==> config.mk <==
export PLATFORM = sky130hd
export DESIGN_NAME = mult_writeback_buffer
export DESIGN_NICKNAME = d
export VERILOG_FILES = /design/src/rtl/mult_writeback_buffer.sv
export SDC_FILE = /design/constraint.sdc
export NUM_CORES = 1
export LEC_CHECK = 0
export ABC_CLOCK_PERIOD_IN_PS = 3500
export CORE_MARGIN = 2
export CORE_UTILIZATION = 55
export CTS_CLUSTER_SIZE = 14
export DETAILED_ROUTE_END_ITERATION = 8
export GPL_ROUTABILITY_DRIVEN = 0
export HOLD_SLACK_MARGIN = 0.1
export PLACE_DENSITY = 0.8
export SLEW_MARGIN = 20
export SYNTH_ARGS = -nofsm -noshare
export SYNTH_HDL_FRONTEND = slang
export SYNTH_SLANG_ARGS = --single-unit
==> constraint.sdc <==
create_clock -name clock -period 3.5 [get_ports clock]
set_input_delay 0.7 -clock clock [delete_from_list [all_inputs] [get_ports clock]]
set_output_delay 0.7 -clock clock [all_outputs]
set_load 0.01 [all_outputs]
==> src/rtl/mult_writeback_buffer.sv <==
// Writeback buffer: in-order queue between the multiplier result port and a register-file write port.
// Define MULT_WB_FORWARD_EN to add a register lookup that forwards the youngest queued result.
module mult_writeback_buffer #(
  parameter int unsigned DEPTH = 4
) (
  input  logic        clock,
  input  logic        reset_n,
  input  logic [31:0] mul_result,
  input  logic [4:0]  mul_tag,
  input  logic        wb_ready,
  output logic        wb_valid,
  output logic [31:0] wb_data,
  output logic [4:0]  wb_reg,
  output logic [4:0]  count,
  output logic        full,
  output logic        overflow
`ifdef MULT_WB_FORWARD_EN
  ,
  input  logic [4:0]  lookup_reg,
  output logic        lookup_hit,
  output logic [31:0] lookup_data
`endif
);

  localparam int unsigned PtrW     = $clog2(DEPTH);
  localparam logic [4:0]  DepthCnt = 5'(DEPTH);

  logic [31:0]     data_mem [DEPTH];
  logic [4:0]      tag_mem  [DEPTH];
  logic [PtrW-1:0] wr_ptr_q, wr_ptr_d;
  logic [PtrW-1:0] rd_ptr_q, rd_ptr_d;
  logic [4:0]      count_q, count_d;
  logic            overflow_q, overflow_d;
  logic            push, pop, drop;

  always_comb begin
    wb_valid = (count_q != 5'd0);
    full     = (count_q == DepthCnt);
    pop      = wb_valid && wb_ready;
    // A pop in the same cycle frees the slot, so a full queue can still accept.
    push     = (mul_tag != 5'd0) && (!full || pop);
    drop     = (mul_tag != 5'd0) && full && !pop;

    wr_ptr_d   = push ? wr_ptr_q + PtrW'(1) : wr_ptr_q;
    rd_ptr_d   = pop  ? rd_ptr_q + PtrW'(1) : rd_ptr_q;
    overflow_d = overflow_q || drop;

    case ({push, pop})
      2'b10:   count_d = count_q + 5'd1;
      2'b01:   count_d = count_q - 5'd1;
      default: count_d = count_q;
    endcase
  end

  always_ff @(posedge clock) begin
    if (!reset_n) begin
      wr_ptr_q   <= '0;
      rd_ptr_q   <= '0;
      count_q    <= '0;
      overflow_q <= 1'b0;
    end else begin
      wr_ptr_q   <= wr_ptr_d;
      rd_ptr_q   <= rd_ptr_d;
      count_q    <= count_d;
      overflow_q <= overflow_d;
    end
  end

  // Storage is not reset; stale entries are masked by count.
  always_ff @(posedge clock) begin
    if (push) begin
      data_mem[wr_ptr_q] <= mul_result;
      tag_mem[wr_ptr_q]  <= mul_tag;
    end
  end

  always_comb begin
    wb_data  = wb_valid ? data_mem[rd_ptr_q] : 32'd0;
    wb_reg   = wb_valid ? tag_mem[rd_ptr_q]  : 5'd0;
    count    = count_q;
    overflow = overflow_q;
  end

`ifdef MULT_WB_FORWARD_EN
  // Walk oldest to youngest so the last match wins.
  always_comb begin
    lookup_hit  = 1'b0;
    lookup_data = 32'd0;
    for (int i = 0; i < DEPTH; i++) begin
      if ((5'(i) < count_q) && (lookup_reg != 5'd0) &&
          (tag_mem[rd_ptr_q + PtrW'(i)] == lookup_reg)) begin
        lookup_hit  = 1'b1;
        lookup_data = data_mem[rd_ptr_q + PtrW'(i)];
      end
    end
  end
`endif

endmodule

Word-level counts from Yosys, hierarchy flattened. Memories as Yosys holds them, arrays and structs flattened. A register that Yosys moved wholly into a read port is not among the register bits. Cells that the tools add are included.

Add/sub/neg operators: 4. Equal/unequal tests: 3. Muxes and demuxes: 9. Reduce and logical (&&, ||, !) cells: 11.

Operators with widths (number): $mux 32 (1); $pmux 5 s2 (1); $reduce_bool 5->1 (2); $mux 2 (4); $add 5x1->5 const B (1); $eq 5x3->1 const B (1); $mux 5 (1); $sub 5x1->5 const B (1); $add 2x1->2 const B (2); $logic_and 1x1->1 (4); $eq 2x1->1 const B (1); $eq 2x2->1 const B (1); $logic_not 1->1 (2); $logic_or 1x1->1 (2); $mux 1 (2); $reduce_bool 2->1 (1).

Register bits after elaboration: 10. Bits in writable memories: 148. Input bits: 40. Output and inout port bits: 45. Word-level logic and storage cells: 33. Memories kept: 2.

Memories: data_mem (words 4, bits a word 32, rd ports 1, clocked after memory_dff 1, write ports 1, RTL line 28) `logic [31:0] data_mem [DEPTH];`; tag_mem (words 4, bits a word 5, rd ports 1, clocked after memory_dff 1, write ports 1, RTL line 29) `logic [4:0] tag_mem [DEPTH];`.

Depth between registers and ports, before layout. Gate-level depths: netlist of the first run.

Depth after elaboration: 6. Mapped depth: 13. Gate-level depth less buffers: 11.

Worst setup path before layout of the first run. OpenSTA, ideal clock, no wires.

Path kind: reg-to-reg. Start point: register count_q[1] (netlist: count[1]). End point: register count_q[4] (netlist: count[4]). Setup time: 0.072 ns. Arrival time: 2.641 ns. Data required time: 3.428 ns. Slack: 0.787 ns. Stages on the path, launching flop included: 14. Buffers on the path: 2. Clock period less this slack: 2.713 ns. Cells stage by stage: dfxtp_1 -> buf_6 -> or4_4 -> nor3b_4 -> nor2_1 -> inv_1 -> ha_1 -> buf_2 -> xor2_1 -> ha_1 -> o21ai_0 -> a21oi_1 -> o32ai_1 -> mux2i_1.

Word-level cells in the longest chain between the ends: 6. Elaborated cells on any way between the ends: 12. Classes of those cells: add/sub: 2; eq/ne: 3; mux: 1; reduce/logical: 6.

Ends and longest elaborated chain: start, declared (RTL line 32) `logic [4:0] count_q, count_d;`; start signal, assigned (RTL line 64) `count_q <= count_d;`; $eq 5x3->1 / $reduce_bool 5->1 (equally long branches) (RTL line 38, 37); $logic_not 1->1 / $logic_and 1x1->1 (equally long branches) (RTL line 41, 39); $logic_or 1x1->1 (RTL line 41) `push = (mul_tag != 5'd0) && (!full || pop);`; $logic_and 1x1->1 (RTL line 41); $eq 2x1->1 / $eq 2x2->1 (equally long branches) (RTL line 48) `case ({push, pop})`; $pmux 5 s2 / $reduce_bool 2->1 (equally long branches).

Parallel ways exist; a longest one is shown, timed or not. A chain may end at the register's enable or synchronous reset.

Final worst setup path of the first run.
Start point: register count_q[1] (netlist: count[1]). End point: output wb_data[22].

Word-level cells in the longest chain between the ends: 2.

Ends and longest elaborated chain: $reduce_bool 5->1 (RTL line 37) `wb_valid = (count_q != 5'd0);`; $mux 32 (RTL line 78) `wb_data = wb_valid ? data_mem[rd_ptr_q] : 32'd0;`; end, declared (RTL line 12) `output logic [31:0] wb_data,`.

Every way passes these cells.

==> results.md, run 1 <==
* Ys flop type: edfxtp_1
* Worst Tran Pin Value at about 0.56 ns
* CTS Buf Count at 17
* Seq/Total Area, Yosys at between 70 and 80%
* Tcrit/Tclk final at about 92%
* Worst-path clk slew at ~0.06 ns
* PD cells at about 800 nW/um^2
* Post-route cell area at 8080 sq um
* Ys async rst share at 0%
* Placed insts at approximately 550
* Vias in the first global route at between 3000 and 4000
* Worst reg2reg path startpoint: count[1]
* R2R setup slack at between 0.5 and 0.6 ns
* CTS H-Tree Depth at 4
* Total gr overflow at 0
* Post-Synthesis Cells at 329
* HP Class: flop to flop
* Synth Area per Inst at around 19 sq um
* Number of port buffers at 84
* P&R area growth vs syn at 26.5%
* Met3 usage at approximately 7.0%
* Worst skew pair latency at 0.42 ns
* Vias at between 3000 and 4000
* Share of cells above drive strength 1 at between 20% and 30%
* First DRT Iteration DRCs at about 170
* Hold Fails Final Rpt at 0
* Fill count at about 740
* Syn Nets at approximately 380
* Post-synth top area cell: edfxtp_1
* Flop pwr share at between 30% and 40%
* EDFF count, synth at ~150
* Yosys warns at 0
* Netlist cell types at between 40 and 50
* DIE AREA at 12500 sq um
* Io pins at 85
* # clock sinks at 160
* Cell Chain, Critical Path: or4_4 > nor2_4 > buf_12 > nor2b_1 > clkdlybuf4s50_1
* Synth Cell Area at around 6400 sq um
* Wire length per cell at ~21 um
* Max Cap Viol at 0
* Clock Skew at around 0.0060 ns
* Setup-failing EPs final at 0
* Synthesis-stage register bit count at 160
* Initial core utilization at 56.1%
* List of most frequent post-synthesis cells: 148 x edfxtp_1, 39 x nor2b_1, 37 x mux4_2, 12 x dfxtp_1
* Detail Placement HPWL at about 7400 um
* Setup TNS at 0 ns
* GR Layer Usage met2 at approximately a third
* Share of the synthesized area in the top cell type at a little under 70%
* Setup crit end: wb_data[22]
* Pins Over Slew Limit at 0
* NetSw at 1770 uW
* Num rows at 39
* Core footprint at between 10000 and 15000 sq um
* R2R cell count at 11
* Setup Fix Bufs, Post-CTS at 0
* Post-DP Area at 7460 sq um
* Vias per inst at about 5.7
* Clock share of power at roughly 30%
* Residual DRC at 0
* R2r endpoint: count[4]
* Largest net degree at the start of global routing at 32
* WL final at around 12000 um
* Antenna Nets Post-Route at 0
* GR peak layer: met2
* Hold_buf cts at 0
* Crit path from: count[1]
* Minimum clock period at 3.22 ns
* Max Root-Sink Buffers at 2
* Initial antenna violation count at 0
* Drt pass-1 iters at 4
* Ranking of synthesized cells by area: edfxtp_1 70%, mux4_2 13%, nor2b_1 3.8%
* Global Route Usage Sum at roughly a fifth
* Crit path launch type: flop
* Chip Height at about 110 um
* Required @ worst endpoint at around 2.8 ns
* Kind of critical path: flop to primary output
* Leakage power at roughly 0.0027 uW
* Int Pwr at 4680 uW
* Comb pwr share at 31.3%
* Max incr delay on CP at approximately 0.60 ns
* Most common cell in the netlist: edfxtp_1
* CP endpoint kind: primary output
* Max stage delay cell, worst path: or4_4
* Ant diodes at 0
* CTS tree: done
* Overall die width at approximately 110 um
* First-pass GRT wire length at between 15000 and 20000 um
* Post-cts resize count at 0
* Worst vdd ir at between 0.0004 and 0.0005 V
* Post-Layout Cell Count at approximately 580
* RSZ-0062 raised after global routing: false
* CP Max Fanout at 31
* Root buffer cell: clkbuf_16
* Nets at around 480
* Status: completed
* Met1 Resource Use GR at a little over a quarter
* Post-layout util at 71.0%
* Crit path DAT at 2.52 ns
* Switch share at a little over a quarter
* Max Freq at 311 MHz
* Min Hold Slack at just under 0.5 ns
* Max-slew headroom at a little over three fifths
==> worst min-delay path by stage <==
stage / from / endpoint / slack (ns) / depth (start not counted)
finish: overflow / overflow / 0.49 / 2
global route: overflow / overflow / 0.53 / 2
CTS: overflow / overflow / 0.49 / 2
detailed placement: overflow / overflow / 0.47 / 2
global placement: overflow / overflow / 0.46 / 2
floorplan: rd_ptr_q[1] / flop / 0.48 / 2
==> per-layer routing <==
layer,vias to the layer above,share of wire [%]
li1,1503,-
met1,1672,41
met2,111,51
met3,17,6.5
met4,0,1.5
met5,-,0
==> cells in the final DEF (no fill, tap or decap), types with 3 or more instances in the layout <==
master	Yosys	final
mux4_2	37	37
bufinv_16	0	4
clkinv_2	0	4
buf_4	2	8
nand3_1	5	5
mux2i_1	3	3
xor2_1	4	4
nor2b_1	39	39
clkdlybuf4s50_1	0	84
a21oi_1	7	7
buf_12	0	4
inv_1	7	7
and3_2	0	4
edfxtp_1	148	148
ha_1	8	8
nor2_1	8	8
clkinvlp_4	0	3
clkbuf_16	0	17
dfxtp_1	12	10
==> cell type report <==
class / instances / area [sq um] / share of cell area, %
clock buffer: 17 / 425 / 5.27
clock inverter: 15 / 193 / 2.39
tap: 143 / 179 / 2.22
timing repair buffer: 96 / 981 / 12.1
multi-input combinational: 145 / 1580 / 19.6
inverter: 8 / 30.0 / 0.372
sequential: 160 / 4690 / 58.0
==> metrics by stage <==
step / power (uW) / setup slack [ns]
finish: 6450 / 0.283
global route: 6710 / 0.150
CTS: 6510 / 0.220
detailed placement: 4600 / 0.179
global placement: 4550 / 0.280
floorplan: 3650 / 0.787
==> cells by family after synthesis <==
logic type / Yosys count / synth area share (%)
AOI/OAI and AO/OA: 18 / 1.74
xor gates and xnor gates: 5 / 0.686
DFF: 160 / 73.4
buffers and inverters: 24 / 2.00
and+or+nand+nor: 74 / 7.08
muxes: 40 / 13.5
adders and majority gates: 8 / 1.57
==> power groups by stage <==
| stage | clock network, uW | registers (uW) | logic, uW |
|---|---|---|---|
| 3_5_place_dp | 0 | 2570 | 2030 |
| 2_1_floorplan | 0 | 2480 | 1170 |
| 3_3_place_gp | 0 | 2540 | 2010 |
| 4_1_cts | 1930 | 2530 | 2050 |
| 5_1_grt | 2010 | 2560 | 2150 |
| 6_report | 1900 | 2530 | 2020 |
==> registers in the layout, indices dropped and copies added, names as in the netlist, named ones only <==
register  cells
count         5
tag_mem      20
wr_ptr_q      2
overflow      1
rd_ptr_q      2
data_mem    128
==> worst max-delay path, delay by kind of cell (launching register included) <==
| family | cells | cell delay [ns] |
|---|---|---|
| and+or+nand+nor | 3 | 0.93 |
| DFF | 1 | 0.42 |
| buffers and inverters | 2 | 0.72 |
(Power assumes the default switching activity.)
==> inputs of run 2 (changes only) <==
- SETUP_SLACK_MARGIN: unset -> 0.05
- SLEW_MARGIN: 20 -> 25
==> results of run 2 <==
No change in the layout: final DEF, timing and power equal those of run 1.
==> inputs of run 3 (changes only) <==
- SLEW_MARGIN: 25 -> unset
==> results of run 3 <==
No change in the layout: final DEF, timing and power equal those of run 1.
